[config.mk]
export PLATFORM = sky130hd
export DESIGN_NAME = frame_swap_ctrl
export DESIGN_NICKNAME = d
export VERILOG_FILES = /design/src/rtl/frame_swap_ctrl.sv
export SDC_FILE = /design/constraint.sdc
export NUM_CORES = 1
export LEC_CHECK = 0
export CAP_MARGIN = 30
export CORE_MARGIN = 2
export CORE_UTILIZATION = 35
export CTS_CLUSTER_DIAMETER = 150
export DETAILED_ROUTE_END_ITERATION = 7
export GPL_TIMING_DRIVEN = 0
export PLACE_DENSITY = 0.63
export SYNTH_ARGS = -nofsm -noshare
export SYNTH_HDL_FRONTEND = slang
export SYNTH_SLANG_ARGS = --single-unit
[constraint.sdc]
create_clock -name clk -period 3.8 [get_ports clk]
set_input_delay 0.76 -clock clk [delete_from_list [all_inputs] [get_ports clk]]
set_output_delay 0.76 -clock clk [all_outputs]
set_load 0.02 [all_outputs]
[src/rtl/frame_swap_ctrl.sv]
// frame_swap_ctrl: double-buffer controller between the host pixel writer,
// the top/bottom scanline RAM banks and led_output. The host always writes
// the back frame while led_output scans the front one. Frames swap only at
// a scan boundary, so a partially written frame is never displayed.
module frame_swap_ctrl #(
    parameter int MATRIX_HEIGHT = 32,
    parameter int MATRIX_WIDTH  = 64,
    localparam int BANK_SIZE = MATRIX_HEIGHT * MATRIX_WIDTH / 2,
    localparam int LA        = $clog2(BANK_SIZE),
    localparam int AW        = LA + 1
) (
    input  logic          clk,
    input  logic          rst,
    input  logic          enable,
    input  logic          pix_valid,
    output logic          pix_ready,
    input  logic [15:0]   pix_data,
    input  logic          pix_last,
    output logic          bank0_wen,
    output logic          bank1_wen,
    output logic [AW-1:0] w_addr,
    output logic [15:0]   w_data,
    input  logic [LA-1:0] r_addr,
    output logic [AW-1:0] bank_raddr,
    output logic          go,
    input  logic          scan_done,
    output logic          frame_err
);

    // The pixel counter spans both halves of the panel, i.e. one bit wider
    // than a bank-local address.
    localparam int TOTAL = MATRIX_HEIGHT * MATRIX_WIDTH;
    localparam int PW    = LA + 1;
    localparam logic [PW-1:0] P_LAST = PW'(TOTAL - 1);
    localparam logic [PW-1:0] P_BANK = PW'(BANK_SIZE);

    typedef enum logic [2:0] {
        IDLE    = 3'd0,
        FILL    = 3'd1,
        FLUSH   = 3'd2,
        START   = 3'd3,
        RUN     = 3'd4,
        PENDING = 3'd5
    } state_t;

    state_t          state_reg, state_next;
    logic [PW-1:0]   p_reg;
    logic            rd_frame_reg, wr_frame_reg;
    logic            bank0_wen_reg, bank1_wen_reg, frame_err_reg;
    logic [AW-1:0]   w_addr_reg;
    logic [15:0]     w_data_reg;

    logic            accept, at_end, frame_bad, frame_good, in_bank1, swap;
    logic [LA-1:0]   local_addr;

    // Raster position decoding: the first H/2 rows live in bank0, the rest in
    // bank1. Row-major order makes the bank-local address simply p, or
    // p minus one bank for the bottom half.
    assign accept     = pix_valid & pix_ready;
    assign at_end     = (p_reg == P_LAST);
    assign frame_bad  = accept & (pix_last ^ at_end);
    assign frame_good = accept & pix_last & at_end;
    assign in_bank1   = (p_reg >= P_BANK);
    assign local_addr = in_bank1 ? LA'(p_reg - P_BANK) : p_reg[LA-1:0];

    // State register.
    always_ff @(posedge clk or negedge rst) begin
        if (!rst) begin
            state_reg <= IDLE;
        end else begin
            state_reg <= state_next;
        end
    end

    // Next-state logic. A malformed frame never advances the state, and a
    // scan_done outside PENDING (including the final-pixel cycle in RUN) is
    // deliberately ignored so the swap waits for a complete scan.
    always_comb begin
        state_next = state_reg;
        unique case (state_reg)
            IDLE:    if (enable)     state_next = FILL;
            FILL:    if (frame_good) state_next = FLUSH;
            FLUSH:                   state_next = START;
            START:                   state_next = RUN;
            RUN:     if (frame_good) state_next = PENDING;
            PENDING: if (scan_done)  state_next = RUN;
            default:                 state_next = IDLE;
        endcase
    end

    // Moore-style outputs plus the swap strobe for the frame-select registers.
    always_comb begin
        pix_ready = enable & ((state_reg == FILL) | (state_reg == RUN));
        go        = (state_reg == START);
        swap      = (state_reg == FLUSH) | ((state_reg == PENDING) & scan_done);
    end

    // Datapath: pixel counter, frame selects and the registered RAM write port.
    always_ff @(posedge clk or negedge rst) begin
        if (!rst) begin
            p_reg         <= '0;
            rd_frame_reg  <= 1'b0;
            wr_frame_reg  <= 1'b0;
            bank0_wen_reg <= 1'b0;
            bank1_wen_reg <= 1'b0;
            frame_err_reg <= 1'b0;
            w_addr_reg    <= '0;
            w_data_reg    <= '0;
        end else begin
            bank0_wen_reg <= accept & ~in_bank1;
            bank1_wen_reg <= accept & in_bank1;
            frame_err_reg <= frame_bad;
            if (accept) begin
                // The offending pixel of a bad frame is still written; the
                // counter then restarts so the frame is discarded.
                w_addr_reg <= {wr_frame_reg, local_addr};
                w_data_reg <= pix_data;
                p_reg      <= (frame_bad | frame_good) ? '0 : p_reg + 1'b1;
            end
            if (swap) begin
                rd_frame_reg <= wr_frame_reg;
                wr_frame_reg <= ~wr_frame_reg;
            end
        end
    end

    assign bank0_wen  = bank0_wen_reg;
    assign bank1_wen  = bank1_wen_reg;
    assign w_addr     = w_addr_reg;
    assign w_data     = w_data_reg;
    assign frame_err  = frame_err_reg;
    assign bank_raddr = {rd_frame_reg, r_addr};

endmodule

# --- Word level (Yosys, flattened, before mapping) ---
# Index checks and enable logic that the tools add are counted.
totals:
  ramBits: 0
  romBits: 0
  regBits: 46
  inputBits: 32
  latch_bits: 0
  memories: 0
  output_inout_bits: 43
  elab_cells: 45
classes:
  div: 0
  mux: 7
  n_mul: 0
  reduce_logical: 2
  addsub: 2
  shifts: 0
  magnitude_cmp: 1
  n_bitwise: 14
  eq_ne: 10
op_table:
  columns: ["cell", "n"]
  rows:
  - ["3-bit case mux with 6 select lines", 1]
  - ["3-bit two-way mux", 4]
  - ["11-bit by 1-bit adder with 11-bit output, second input constant", 1]
  - ["11-bit equality test, second input constant", 1]
  - ["11-bit >= comparator, second input constant", 1]
  - ["11-bit two-way mux", 1]
  - ["10-bit two-way mux", 1]
  - ["10-bit by 1-bit subtractor with 10-bit output, second input constant", 1]
  - ["1-bit bitwise AND", 8]
  - ["2-bit != test, second input constant", 4]
  - ["3-bit by 2-bit equality test with 1-bit output, second input constant", 2]
  - ["3-bit equality test, second input constant", 2]
  - ["4-bit AND reduction", 1]
  - ["3-bit by 1-bit equality test with 1-bit output, second input constant", 1]
  - ["3-bit zero test", 1]
  - ["1-bit OR", 3]
  - ["1-bit NOT", 2]
  - ["1-bit bitwise XOR", 1]

# --- Depth between registers and ports, before layout ---
# Gate-level depths: netlist of the first run.
depth:
  word_depth: 8
  ltp_mapped: 8
  depth_no_buf: 5

# --- Worst setup path before layout of the first run ---
# OpenSTA, ideal clock, no wires.
synth_path:
  path_kind: "input port to output port"
  startpoint: "input enable"
  endpoint: "output pix_ready"
  path_buffers: 0
  t_required_ns: 3.040
  arrival_time_ns: 1.281
  slack_ns: 1.759
  path_stages: 1
  cell_sequence: "nor3b_1"
synth_between:
  elab_chain_len: 1
synth_lines:
  columns: ["element", "line_no", "rtl"]
  rows:
  - ["from (decl)", "14", "input logic enable,"]
  - ["1-bit bitwise AND", "93", "pix_ready = enable & ((state_reg == FILL) | (state_reg == RUN));"]
  - ["to (decl)", "16", "output logic pix_ready,"]
# Every way passes these cells.

# --- Worst setup path after layout of the first run ---
# Ends and elaborated chain as after synthesis.

==> results.txt, run 1 <==
dpl ws = 0.978 ns
Worst EP required = 3.04 ns
synthesized instance count = 233
Hold Fails Final Rpt = 0
Primary FF master, synth = dfrtp_1
total track usage = 14.9%
Max FO, Critical Path = 3
Row Count = 28
worst min path class = in -> async
die height = 81.0 um
CTS Sinks = 46
setup TNS = 0 ns
vias per cell = 4.66
Total Nets Final = 338
Final WS setup = 0.970 ns
layout cells sized above 1 = 8.50%
Worst Setup End Kind = primary output
Final Power = 1140 uW
Worst Skew = 0.00485 ns
TritonCTS clock tree = built
clk_lat worst skew = 0.30 ns
Vias = 1776
Worst Reg-to-Reg Cells = 7
min Tclk post-route = 2.83 ns
YS warnings = 0
endpoints failing setup = 0
Synth Area per Inst = 8.91 um2
DRC = 0
Antenna diodes = 0
WL/cell = 11.9 um
Routability Congestion = 0.808
first-pass GRT wire length = 7.46 mm
Largest register FFs = 16
maximum VDD drop = 0.174 mV
RSZ-0062 raised after global routing = no
FF-to-FF End = w_data[5]
Met3 Wirelength = 222 um
Hold Buf Count CTS = 0
critical path startpoint category = primary input
Max-cap violations = 0
Yosys top cell area share = 55.4%
Die X-Extent = 81.0 um
IO Count = 75
Post-synth EDFFs = 0
initial DRC count = 100
post-route ant nets = 0
Pre-Repair DR Iteration Count = 4
initial core utilization = 35.7%
Clock transition at path regs = 0.08 ns
Post-Syn Area = 0.00208 mm2
cts bufs inserted = 5
status = finished clean
clock buffer depth = 2
FF-to-FF Start = state_reg[1]
Congestion Overflow GR = 0
final wirelength = 4.55 mm
Unique masters post-synth = 34
Crit Path Class = in -> out
Seq/Total Area, Yosys = 55.4%
H-tree Lvls = 2
Pleak = 0.00135 uW
max layer used = met4
cell taking the most area after synthesis = dfrtp_1
cts repair resizes = 0
PortBufs = 64
Max transition margin = 64.5%
die area = 0.00657 mm2
Max Clock Freq = 353 MHz
PD cells = 387 mW/mm2
Reg2Reg Setup Slack = 1.73 ns
P&R area growth vs syn = 41.4%
WP data arrival = 2.07 ns
syn nets = 266
WL met1 = 2.08 mm
metal2 WL = 2.20 mm
setup bufs post-CTS = 0
Worst-Margin Slew = 0.532 ns
top cells by area, synth = dfrtp_1, nand2_1, buf_4
period utilization = 74.5%
max-slew violations = 0
HPWL Detailed = 3.31 mm
fin util = 50.5%
Core ar. = 0.00582 mm2
antenna violations before repair = 0
#FFs+latches synth = 46
number of global-route vias before repair = 1621
most frequent cell after synthesis = nand2_1
pin count of the biggest net entering global routing = 30
ys async rst share = 100%
Post-synth top cells = nand2_1, dfrtp_1, buf_4, nand3_1, nor2_1
CTS root buffer = clkbuf_8
[cells in the final DEF (no fill, tap or decap), drive strengths merged, types with 2 or more instances in the layout]
master,Yosys,routed
xnor2,3,3
nand4,3,3
nor3,6,6
nand2b,2,2
nand4b,2,2
mux2i,2,2
inv,3,3
a21oi,5,5
clkbuf,7,15
nor4,2,2
buf,16,18
nor2,10,10
nand3,10,10
nand2,87,87
o21ai,9,9
and3,2,2
o31ai,3,3
or4,2,2
dfrtp,46,46
clkdlybuf4s50,0,63
[cells by family after synthesis]
logic type | Yosys count | share of synthesized area [%]
AOI/OAI and AO/OA | 23 | 6.81
xor gates and xnor gates | 4 | 1.69
adders and majority gates | 1 | 0.602
buffers and inverters | 26 | 7.05
DFF | 46 | 55.4
muxes | 2 | 0.964
and+or+nand+nor | 131 | 27.5
[cell type report]
cell class              count  area, um2
fillers                   573       2880
repair buffers             65        656
inverters                   3       11.3
plain buffers              23        135
clock buffers               8        110
flip-flops and latches     46       1150
well taps                  75       93.8
multi-input cells         161        779
[routing by layer]
| metal | global-route usage (%) | vias to the layer above |
|---|---|---|
| li1 | - | 898 |
| met1 | 18.9 | 834 |
| met2 | 24.3 | 39 |
| met3 | 4.67 | 5 |
| met4 | 4.58 | 0 |
| met5 | 0 | - |
[worst max path at each step]
stage / startpoint / endpoint / slack [ns]
final: enable / pix_ready / 0.97
after floorplan: enable / pix_ready / 1.76
after CTS: enable / pix_ready / 0.97
after detailed placement: enable / pix_ready / 0.98
after global placement: rst / w_data[5] / 0.65
after global routing: enable / pix_ready / 0.94
[power by group]
group | leakage, uW | internal (uW) | switching [uW]
sequential | 0.000597 | 529 | 24.6
clock | 0.0000575 | 184 | 160
combinational | 0.000699 | 114 | 125
[per-stage QoR]
step | std cells | hold WS, ns | instance area [um2]
4_1_cts | 381 | 0.401 | 2940
5_1_grt | 381 | 0.404 | 2940
3_3_place_gp | 372 | 0.457 | 2810
2_1_floorplan | 233 | 0.426 | 2080
6_report | 381 | 0.392 | 2940
3_5_place_dp | 373 | 0.461 | 2830
[worst max-delay path, cell delays in order]
cell             delay [ns]
clkdlybuf4s50_1        0.50
nor3b_1                0.18
clkdlybuf4s50_1        0.63
No activity file was read; power rests on OpenSTA's default activity.
==> run 2: changes to the inputs <==
--- a/config.mk
+++ b/config.mk
@@ -11,7 +11,7 @@
 export CTS_CLUSTER_DIAMETER = 150
 export DETAILED_ROUTE_END_ITERATION = 7
 export GPL_TIMING_DRIVEN = 0
-export PLACE_DENSITY = 0.63
+export PLACE_DENSITY = 0.66
 export SYNTH_ARGS = -nofsm -noshare
 export SYNTH_HDL_FRONTEND = slang
 export SYNTH_SLANG_ARGS = --single-unit
==> constraint.sdc (replaced) <==
create_clock -name clk -period 2.6 [get_ports clk]
set_input_delay 0.52 -clock clk [delete_from_list [all_inputs] [get_ports clk]]
set_output_delay 0.52 -clock clk [all_outputs]
set_load 0.02 [all_outputs]
==> results.txt, run 2 (synthesis results as in run 1) <==
setup bufs post-CTS = 0 (unchanged)
most common cell after layout, fill and taps aside = nand2_1
H-tree Lvls = 2 (unchanged)
pin count of the biggest net entering global routing = 30 (unchanged)
layout cells sized above 1 = 7.54% (-0.96 points)
Crit Path Class = reg -> out
PortBufs = 64 (unchanged)
setup TNS = 0 ns (unchanged)
initial DRC count = 71 (-29%)
status = finished clean
number of global-route vias before repair = 1613 (-0.49%)
Max-cap violations = 0 (unchanged)
Clock transition at path regs = 0.08 ns (about the same)
# fillers = 581 (+1.4%)
IO Count = 75 (unchanged)
Switching Fraction = 28.2% (+1.0 points)
Pre-Repair DR Iteration Count = 6 (+2)
Max Clock Freq = 418 MHz
worst min path class = in -> async
first-pass GRT wire length = 7.28 mm (-2.4%)
Post-DP Area = 0.00283 mm2 (unchanged)
cts bufs inserted = 5 (unchanged)
die height = 81.0 um (unchanged)
Max FO, Critical Path = 10 (+7)
PD cells = 540 mW/mm2 (+40%)
internal power = 1120 uW (+36%)
Worst Setup End Kind = primary output
min Tclk post-route = 2.39 ns
final instance area = 0.00290 mm2 (-1.2%)
RSZ-0062 raised after global routing = no
Total Nets Final = 338 (unchanged)
die area = 0.00657 mm2 (unchanged)
Hold Buf Count CTS = 0 (unchanged)
Clk pwr share = 26.2% (-4.0 points)
Final Power = 1570 uW (+38%)
clock buffer depth = 2 (unchanged)
Seq pwr share = 51.6% (+2.8 points)
maximum VDD drop = 0.231 mV (+33%)
period utilization = 92.1%
Hold Fails Final Rpt = 0 (unchanged)
Largest register FFs = 16 (unchanged)
antenna violations before repair = 0 (unchanged)
CTS root buffer = clkbuf_8
Worst-Margin Slew = 0.525 ns (-0.00729 ns)
Congestion Overflow GR = 0 (unchanged)
clk_lat worst skew = 0.30 ns (about the same)
Row Count = 28 (unchanged)
Comb power frac = 22.2% (+1.2 points)
TritonCTS clock tree = built
Final WS setup = 0.205 ns (-0.765 ns)
vias per cell = 4.68 (+0.43%)
P&R area growth vs syn = 39.8%
dpl ws = 0.0852 ns (-0.893 ns)
endpoints failing setup = 0 (unchanged)
Pleak = 0.00133 uW (-1.4%)
Worst EP required = 2.08 ns (-0.96 ns)
P_sw = 442 uW (+43%)
commonest cells after routing, fill and taps aside = nand2_1, clkdlybuf4s50_1, dfrtp_1, buf_4
Antenna diodes = 0 (unchanged)
Vias = 1779 (+0.17%)
WL/cell = 11.8 um (-1.4%)
total track usage = 14.6% (-0.32 points)
post-route ant nets = 0 (unchanged)
WP data arrival = 1.87 ns (-0.20 ns)
DRC = 0 (unchanged)
HPWL Detailed = 3.26 mm (-1.6%)
Core ar. = 0.00582 mm2 (unchanged)
Die X-Extent = 81.0 um (unchanged)
Routability Congestion = 0.809 (+0.14%)
Max transition margin = 65.0% (+0.49 points)
Worst Skew = 0.00650 ns (+0.00165 ns)
initial core utilization = 35.7% (unchanged)
fin util = 49.9% (-0.58 points)
final wirelength = 4.48 mm (-1.6%)
max-slew violations = 0 (unchanged)
cts repair resizes = 0 (unchanged)
critical path startpoint category = flop
CTS Sinks = 46 (unchanged)
[run 2: layer usage]
| layer | GRT usage [%] | share of wire (%) |
|---|---|---|
| met4 | 5.08 | 1.3 |
| met3 | 4.44 | 6.6 |
| met1 | 18.1 | 45 |
| met5 | 0 | 0 |
| met2 | 24.0 | 47 |
[run 2: worst max-delay path, cell delays in order (launching register included)]
cell and delay (ns):
dfrtp_1 0.37, buf_4 0.16, xnor2_1 0.21, nor3b_1 0.21
clkdlybuf4s50_1 0.63
[run 2: worst paths after layout]
path	startpoint	endpoint	slack [ns]	cells after the start
max in group asynchronous	rst	w_data[7]	1.96	2
min	rst	w_addr[9]	0.15	1
max reg2reg	state_reg[1]	w_addr[10]	0.55	7
min in group clk	p_reg[10]	bank0_wen	0.47	1
max	state_reg[0]	pix_ready	0.21	4
min reg2reg	p_reg[10]	bank0_wen	0.47	1
[run 2: area by class of cell]
type / count / area (um2) / area share, %
buffer: 23 / 135 / 4.66
clock buffer: 7 / 76.3 / 2.63
inverter: 3 / 11.3 / 0.388
multi-input combinational: 161 / 779 / 26.9
sequential: 46 / 1150 / 39.7
tap: 75 / 93.8 / 3.23
timing repair buffer: 65 / 656 / 22.6
[run 2: power groups by stage]
stage	clock network, uW	logic, uW	registers, uW
floorplan	0	111	878
CTS	433	354	810
finish	411	347	809
global route	463	381	816
detailed placement	0	353	824
global placement	0	347	822
[run 2: per-stage QoR]
stage,hold slack [ns],cells
floorplan,0.224,233
finish,0.149,380
global placement,0.457,372
CTS,0.155,380
detailed placement,0.457,373
global route,0.177,380
